===== src/rtl/ezlogic_stream_cipher.sv =====
// ezlogic_stream_cipher
//   Byte-stream obfuscation engine. Each accepted byte d is turned into one
//   output byte o = rotl(d ^ s, ROT) + idx. The chaining state s takes the
//   ciphertext o, and idx is the byte position within the frame. Both reload
//   (s = SEED, idx = 0) after LEN accepted bytes. Latency is one cycle, and
//   the engine accepts one byte per cycle with no backpressure.
//
//   Optional build macro: EZLOGIC_FRAME_DONE_EN
//     Adds frame_done, a one-cycle pulse that is high together with the
//     valid_out of the last byte of each frame. Also adds frame_crc, which
//     holds the XOR of all output bytes of the last completed frame.
//
// Ports
//   clk        rising-edge clock
//   rst        synchronous active-high reset
//   data_in    input byte
//   valid_in   data_in valid this cycle
//   data_out   transformed byte (holds its value between strobes)
//   valid_out  one-cycle strobe per output byte
//   frame_done (macro only) last byte of frame on data_out
//   frame_crc  (macro only) XOR of the last completed frame's output bytes
module ezlogic_stream_cipher #(
  parameter int unsigned LEN  = 42,     // bytes per frame, 1..64
  parameter logic [7:0]  SEED = 8'h5A,  // chaining state at frame start
  parameter int unsigned ROT  = 3       // left-rotate amount, 0..7
) (
  input  logic       clk,
  input  logic       rst,
  input  logic [7:0] data_in,
  input  logic       valid_in,
  output logic [7:0] data_out,
  output logic       valid_out
`ifdef EZLOGIC_FRAME_DONE_EN
  ,
  output logic       frame_done,
  output logic [7:0] frame_crc
`endif
);

  localparam logic [5:0] LAST_IDX = 6'(LEN - 1);
  localparam int unsigned ROT_R   = 8 - ROT;

  logic [7:0] s;
  logic [5:0] idx;
  logic [7:0] t;
  logic [7:0] r;
  logic [7:0] o;
  logic       last;

  // The shifts are evaluated at 8-bit width, so the bits shifted out of the
  // left shift are dropped. OR-ing the two halves therefore gives a true
  // rotate. When ROT = 0, the right shift by 8 contributes nothing.
  always_comb begin
    t    = data_in ^ s;
    r    = (t << ROT) | (t >> ROT_R);
    o    = r + {2'b00, idx};
    last = (idx == LAST_IDX);
  end

  always_ff @(posedge clk) begin
    if (rst) begin
      s         <= SEED;
      idx       <= '0;
      data_out  <= '0;
      valid_out <= 1'b0;
    end else begin
      valid_out <= valid_in;
      if (valid_in) begin
        data_out <= o;
        // The frame-boundary reload takes priority over ciphertext chaining.
        if (last) begin
          idx <= '0;
          s   <= SEED;
        end else begin
          idx <= idx + 6'd1;
          s   <= o;
        end
      end
    end
  end

`ifdef EZLOGIC_FRAME_DONE_EN
  // crc_acc collects the XOR of the bytes of the frame in progress. When the
  // last byte arrives, it is folded in and the result is published.
  logic [7:0] crc_acc;

  always_ff @(posedge clk) begin
    if (rst) begin
      crc_acc    <= '0;
      frame_crc  <= '0;
      frame_done <= 1'b0;
    end else begin
      frame_done <= valid_in & last;
      if (valid_in) begin
        if (last) begin
          frame_crc <= crc_acc ^ o;
          crc_acc   <= '0;
        end else begin
          crc_acc   <= crc_acc ^ o;
        end
      end
    end
  end
`endif

endmodule


===== config.mk =====
export PLATFORM = sky130hd
export DESIGN_NAME = ezlogic_stream_cipher
export DESIGN_NICKNAME = d
export VERILOG_FILES = /design/src/rtl/ezlogic_stream_cipher.sv
export SDC_FILE = /design/constraint.sdc
export NUM_CORES = 1
export LEC_CHECK = 0
export CAP_MARGIN = 15
export CORE_UTILIZATION = 50
export CTS_CLUSTER_DIAMETER = 40
export DETAILED_ROUTE_END_ITERATION = 8
export GPL_TIMING_DRIVEN = 0
export HOLD_SLACK_MARGIN = 0.03
export PLACE_DENSITY = 0.77
export SETUP_SLACK_MARGIN = 0.3
export SLEW_MARGIN = 20
export SYNTH_ARGS = -nofsm -noshare
export SYNTH_HDL_FRONTEND = slang
export SYNTH_SLANG_ARGS = --single-unit

===== constraint.sdc =====
create_clock -name clk -period 3.83 [get_ports clk]
set_clock_uncertainty 0.05 [all_clocks]
set_input_delay 0.766 -clock clk [delete_from_list [all_inputs] [get_ports clk]]
set_output_delay 0.766 -clock clk [all_outputs]
set_load 0.005 [all_outputs]

== Yosys cells after proc, flatten, opt, wreduce, memory -nomap -nowiden ==
Index checks and enable logic that the tools add are counted.

* Input bits: 11
* Register bits after elaboration: 23

* Muxes and demuxes: 2
* Eq/ne operators: 1
* Add/subtract/negate cells: 2
* Bitwise operators: 2

{| class="wikitable"
|+ Operator list
! kind !! count
|-
| $add 8x6->8 || 1
|-
| $mux 8 || 1
|-
| $or 8x3->8 || 1
|-
| $xor 8x8->8 || 1
|-
| $add 6x1->6 const B || 1
|-
| $eq 6x6->1 const B || 1
|-
| $mux 6 || 1
|}

== Depth between registers and ports, before layout ==
Gate-level depths: netlist of run 1.

* Depth in word-level cells: 4
* Mapped depth: 7

== Worst setup path before layout of run 1 ==
No wires, ideal clock.

* Path type: input port to flip-flop
* Start: in data_in[5]
* End: reg data_out[6]
* Required time: 3.688 ns
* Cell stages on the path: 7
* Slack: 1.311 ns
* Arrival time: 2.377 ns
* Path buffers: 0
* Cells stage by stage: xor2_1 -> ha_1 -> fa_1 -> a211o_1 -> a211oi_1 -> nor4_1 -> nor4_1

* Cells in the longest elaborated chain, start to end: 3

{| class="wikitable"
|+ Ends and longest elaborated chain
! element !! RTL line !! text
|-
| start: declaration || 29 || <nowiki>input logic [7:0] data_in,</nowiki>
|-
| $xor 8x8->8 || 54 || <nowiki>t = data_in ^ s;</nowiki>
|-
| $or 8x3->8 || 55 || <nowiki>r = (t << ROT) | (t >> ROT_R);</nowiki>
|-
| $add 8x6->8 || 56 || <nowiki>o = r + {2'b00, idx};</nowiki>
|-
| end signal: assignment || 69 || <nowiki>data_out <= o;</nowiki>
|-
| end: declaration || 31 || <nowiki>output logic [7:0] data_out,</nowiki>
|}

No other way between the ends.
A chain may end at the register's enable or synchronous reset.

== Worst setup path in the final report of run 1 ==
Same ends and word-level chain as after synthesis.

==> flow_summary.yaml, run 1 <==
critical_path:
  required_ns: 4.00
  critPathMaxStageDelay_ns: 0.45
  crit_fanout: 3
  cp_data_arrival_time_ns: 2.98
  critPathCaptureType: "flop"
  crit_slowest_cell: "fa_1"
  crit_buf_inv: 1
  start_kind: "input pin"
  worstPathCellList: "clkdlybuf4s50_1 > xor2_1 > ha_1 > fa_1 > a211o_1 > a211oi_1 > nor4_1 > nor4_1"
  cp_top_family: "adder cells"
  path_class: "in -> reg"
  cpMostUsedCell: "nor4_1"
cts:
  h-tree-depth: 1
  clock-root-buffer: "clkbuf_4"
  cts_tree: "yes"
  clk_latency_ns: 0.30
  cts_resized: 0
  hold_buffers: 0
  cts_setup_buffers: 0
  clock-sinks: 23
  numCtsBuffers: 3
  clockBufferDepth: 2
  path_clk_slew_ns: 0.12
yosys:
  syn_avg_cell_area_um2: 8.70
  synth-seq-cells: 23
  synth_warnings: 0
  synth_cell_types: 40
  synthTopCellsByCount: "dfxtp_1, nand2_1, nor2_1, xor2_1"
  synth_top_cell_by_area: "dfxtp_1"
  synth_top_flop_cell: "dfxtp_1"
  synth.most_common_cell: "dfxtp_1"
  async_flop_share_pct: 0
  postSynthCellCount: 143
  netlist_area_um2: 1240
  synth_area_leaders: "dfxtp_1, ha_1, xor2_1"
  yosys.area.top_type_share_pct: 37.0
  ys_seq_area_share_pct: 37.0
  synth_nets: 163
  synth_edf_count: 0
drt:
  drt_pass1_iterations: 4
  vias_per_cell: 5.79
  drt_iter0_drc: 29
  finalWirelength_mm: 2.74
  wl_per_cell_um: 14.2
  drc: 0
  vias: 1118
  ant_nets: 0
final_layout:
  layout-drive-gt1-share_pct: 3.03
  fillerInstances: 192
  syn_to_final_growth_pct: 19.4
  nNetsFinal: 186
  utilization_pct: 65.3
  diodes: 0
power_and_ir_drop:
  power_density_nw_per_um2: 357
  max-vdd-ir-drop_v: 0.000227
  power_leakage_nw: 0.611
job:
  max_cap_violations: 0
sta:
  tightestPinTransition_ns: 0.514
  period_share_pct: 73.2
  slew_headroom_pct: 65.4
  slew_viol_final: 0
  clock.fmax_mhz: 357
  setup_viol: 0
  finalHoldViolations: 0
  rsz0062_at_grt: "no"
  tns_ns: 0
  finalCriticalPeriod_ns: 2.80
global_route:
  gr-total-overflow: 0
  antenna_found_initial: 0
  grt_pass1_wl_mm: 4.58
  grt_pass1_vias: 1083
  grt_max_degree: 13
  grt_usage_pct: 23.2
die:
  die_area_um2: 2690
  die_h_um: 51.9
  start_util_pct: 54.6
  num_rows: 17
  die_x_um: 51.9
  num_io_pins: 20
  core-area_um2: 2280
run_status:
  status: "completed"
placement:
  hpwlAfterDp_mm: 2.13
  port-buffer-count: 18
  gp_congestion: 0.899
hold_path:
  worstHoldPathType: "reg -> reg"
cells in the final DEF (no fill, tap or decap), drive strengths merged, types with 2 or more instances in the layout:
| cell type | synthesis | layout |
|---|---|---|
| ha | 8 | 8 |
| clkbuf | 5 | 9 |
| o21ai | 5 | 5 |
| dfxtp | 23 | 23 |
| a211oi | 4 | 4 |
| nand4 | 2 | 2 |
| nor2b | 2 | 2 |
| a21oi | 8 | 8 |
| nor4 | 3 | 3 |
| nor3b | 2 | 2 |
| nor2 | 14 | 14 |
| a21o | 2 | 2 |
| clkdlybuf4s50 | 0 | 18 |
| nand2 | 16 | 16 |
| xor2 | 10 | 10 |
| a211o | 3 | 3 |
| xnor2 | 4 | 4 |
| inv | 5 | 5 |
| nand3 | 7 | 7 |
worst min-delay path, stage by stage (launching register included):
cell	delay, ns
dfxtp_1	0.33
nand2_1	0.06
a21oi_1	0.05
sequential cells by signal, indices dropped and copies added (netlist names):
name / count
data_out: 8
idx: 6
s: 8
valid_out: 1
final cells by class:
class	count	area [um2]	share of cell area, %
Multi-Input combinational cell	109	742	50.0
Sequential cell	23	460	31.0
Timing Repair Buffer	18	180	12.1
Tap cell	28	35.0	2.36
Clock buffer	4	26.3	1.77
Inverter	6	22.5	1.52
Buffer	5	18.8	1.26
power breakdown:
part | total [mW] | switching [mW] | leakage (nW) | internal (mW)
logic | 0.147 | 0.0734 | 0.406 | 0.0734
clock network | 0.108 | 0.0675 | 0.0150 | 0.0406
registers | 0.275 | 0.0147 | 0.190 | 0.260
worst paths after layout:
kind         cells past startpoint     endpoint         from  slack (ns)
max                              8  data_out[6]   data_in[5]        1.03
max reg2reg                      7  data_out[6]         s[5]        1.56
min reg2reg                      2  data_out[3]  data_out[3]        0.42
min                              2  data_out[3]  data_out[3]        0.42
stage by stage:
| stage | instances | cell area, um2 | worst slack, ns | hold slack (ns) | total power [mW] |
|---|---|---|---|---|---|
| 6_report | 193 | 1490 | 1.03 | 0.422 | 0.530 |
| 5_1_grt | 193 | 1490 | 0.912 | 0.456 | 0.561 |
| 4_1_cts | 193 | 1490 | 1.03 | 0.428 | 0.534 |
| 3_5_place_dp | 189 | 1460 | 0.741 | 0.410 | 0.426 |
| 3_3_place_gp | 189 | 1460 | 0.744 | 0.404 | 0.421 |
| 2_1_floorplan | 143 | 1240 | 1.31 | 0.403 | 0.373 |
per-layer routing:
metal	vias to the layer above	GRT usage, %	part of all wire, %
li1	554	-	-
met1	521	28.5	44
met2	39	38.7	49
met3	4	3.80	5.3
met4	0	11.3	1.6
met5	-	0	0
cell families after synthesis:
kind of cell             count (synthesis)  share of synthesized area (%)
multiplexers                             1                          0.805
XOR/XNOR                                14                           9.86
AO/OA/AOI/OAI                           34                           19.9
AND/OR/NAND/NOR                         51                           19.4
buffers and inverters                   11                           3.32
flip-flops                              23                           37.0
adder cells (fa/ha/maj)                  9                           9.66
Note: power is estimated with default switching activity, not from simulation.
==> run 2, diff against run 1 <==
--- a/config.mk
+++ b/config.mk
@@ -6,12 +6,12 @@
 export NUM_CORES = 1
 export LEC_CHECK = 0
 export CAP_MARGIN = 15
-export CORE_UTILIZATION = 50
+export CORE_UTILIZATION = 47
 export CTS_CLUSTER_DIAMETER = 40
 export DETAILED_ROUTE_END_ITERATION = 8
 export GPL_TIMING_DRIVEN = 0
 export HOLD_SLACK_MARGIN = 0.03
-export PLACE_DENSITY = 0.77
+export PLACE_DENSITY = 0.76
 export SETUP_SLACK_MARGIN = 0.3
 export SLEW_MARGIN = 20
 export SYNTH_ARGS = -nofsm -noshare
==> constraint.sdc (replaced) <==
create_clock -name clk -period 2.4 [get_ports clk]
set_clock_uncertainty 0.05 [all_clocks]
set_input_delay 0.48 -clock clk [delete_from_list [all_inputs] [get_ports clk]]
set_output_delay 0.48 -clock clk [all_outputs]
set_load 0.005 [all_outputs]
==> run 2 against run 1 <==
Effect of this change:
- cell count increased by 7.8%
- hold slack better by 0.0041 ns
- design area up 12%
- total power rose by 78%
- global-route usage up 2.7 points
- die area is 6.1% higher
- non-clock buffer count grew 13
==> flow_summary.yaml, run 2 (synthesis gave the netlist of run 1 again) <==
run_status:
  status: "completed"
drt:
  vias: 1226
  wl_per_cell_um: 16.3
  drc: 0
  finalWirelength_mm: 3.38
  drt_pass1_iterations: 4
  vias_per_cell: 5.89
  drt_iter0_drc: 31
  ant_nets: 0
cts:
  hold_buffers: 0
  clock-root-buffer: "clkbuf_4"
  path_clk_slew_ns: 0.13
  h-tree-depth: 1
  cts_tree: "yes"
  clk_latency_ns: 0.32
  clockBufferDepth: 2
  clock-sinks: 23
  numCtsBuffers: 3
final_layout:
  top_regs: "data_out (8), s (8), idx (6)"
  utilization_pct: 66.8
  final_common_cell: "dfxtp_1"
  fin_area_um2: 1670
  syn_to_final_growth_pct: 34.3
  layout-drive-gt1-share_pct: 19.7
  diodes: 0
  nNetsFinal: 199
  final_cell_mix: "dfxtp_1, nand2_1, nor2_1"
hold_path:
  hold_depth: 2
  worstHoldEndpoint: "data_out[3]"
  min_from: "data_out[3]"
  worstHoldPathType: "reg -> reg"
power_and_ir_drop:
  power_density_nw_per_um2: 564
  finalPower_mw: 0.942
  power_leakage_nw: 0.704
  max-vdd-ir-drop_v: 0.000518
global_route:
  grt_max_degree: 14
  grt_pass1_wl_mm: 5.16
  gr-total-overflow: 0
  grt_usage_pct: 25.9
  grt_pass1_vias: 1138
  antenna_found_initial: 0
critical_path:
  critPathMaxStageDelay_ns: 0.33
  path_class: "in -> reg"
  timing.rr.start: "s[5]"
  cp_data_arrival_time_ns: 2.29
  start_kind: "input pin"
  worstPathCellList: "dlygate4sd2_1 > xor2_1 > ha_2 > buf_4 > a211o_1 > a211oi_2 > o211a_1 > o31ai_1"
  crit_start: "data_in[7]"
  crit_buf_inv: 2
  reg2reg_setup_slack_ns: 0.26
  critPathCaptureType: "flop"
  required_ns: 2.55
  crit_fanout: 3
  crit_slowest_cell: "ha_2"
  r2r_cells: 7
  cp_top_family: "compound AO/OA/AOI/OAI gates"
  cp.depth: 8
  r2r-end: "s[6]"
placement:
  placedInstanceArea_um2: 1470
  gp_congestion: 0.847
  hpwlAfterDp_mm: 2.00
  port-buffer-count: 18
die:
  num_rows: 18
  core-area_um2: 2500
  num_io_pins: 20
  start_util_pct: 49.7
  die_area_um2: 2860
  die_h_um: 53.4
  die_x_um: 53.4
sta:
  rsz0062_at_grt: "yes"
  tns_ns: 0
  hold_ws_ns: 0.426
  period_share_pct: 89.1
  tightestPinTransition_ns: 0.544
  slew_viol_final: 0
  clock.fmax_mhz: 468
  finalCriticalPeriod_ns: 2.14
  finalHoldViolations: 0
  setup_viol: 0
  slew_headroom_pct: 63.3
job:
  max_cap_violations: 0
==> run 2: worst max-delay path by stage <==
stage                              to  slack (ns)
final                            s[6]        0.26
after global routing             s[6]        0.19
after CTS                        s[6]        0.28
after detailed placement         s[5]       -0.27
after global placement    data_out[6]       -0.24
after floorplan           data_out[6]        0.31
==> run 2: timing repair <==
item | CTS | global route
pin swaps | 15 | 7
buffers inserted | 13 | 0
gates resized for setup | 18 | 6
endpoints found under the hold margin | 0 | 0
setup endpoints to repair | 8 | 7
==> run 2: worst register-to-register path, stage by stage, from the launching register on <==
cell and delay [ns]:
dfxtp_2 0.35, xor2_1 0.16, ha_2 0.19, fa_2 0.37, a211o_1 0.30, a211oi_2 0.25, o211a_1 0.25, o31ai_1 0.10
==> run 2: cell type report <==
class | count | area [um2]
fill | 200 | 830
multi-input combinational | 109 | 817
clock buffer | 3 | 22.5
timing repair buffer | 31 | 275
sequential | 23 | 462
buffer | 5 | 28.8
inverter | 6 | 22.5
tap | 30 | 37.5
clock inverter | 1 | 5.00
==> run 2: metrics by stage <==
stage	std cells	setup WS, ns
6_report	208	0.263
2_1_floorplan	143	0.311
3_5_place_dp	191	-0.275
4_1_cts	208	0.284
3_3_place_gp	191	-0.245
5_1_grt	208	0.190
==> run 2: layer usage <==
metal  part of all wire, %  up-vias  GRT usage (%)
li1                      -      578              -
met1                    42      582           31.8
met2                    50       63           44.8
met3                   7.0        3           3.16
met4                  0.62        0           10.5
met5                     0        -              0
==> run 2: where the power goes <==
| group | internal (mW) | switching [mW] | total, mW |
|---|---|---|---|
| Clock | 0.0625 | 0.120 | 0.183 |
| Sequential | 0.416 | 0.0248 | 0.440 |
| Combinational | 0.167 | 0.152 | 0.319 |
==> run 3, diff against run 2 <==
--- a/config.mk
+++ b/config.mk
@@ -13,7 +13,7 @@
 export HOLD_SLACK_MARGIN = 0.03
 export PLACE_DENSITY = 0.76
 export SETUP_SLACK_MARGIN = 0.3
-export SLEW_MARGIN = 20
+export SLEW_MARGIN = 0
 export SYNTH_ARGS = -nofsm -noshare
 export SYNTH_HDL_FRONTEND = slang
 export SYNTH_SLANG_ARGS = --single-unit
==> results of run 3 <==
The final DEF is identical to that of run 2; final timing and power are the same.
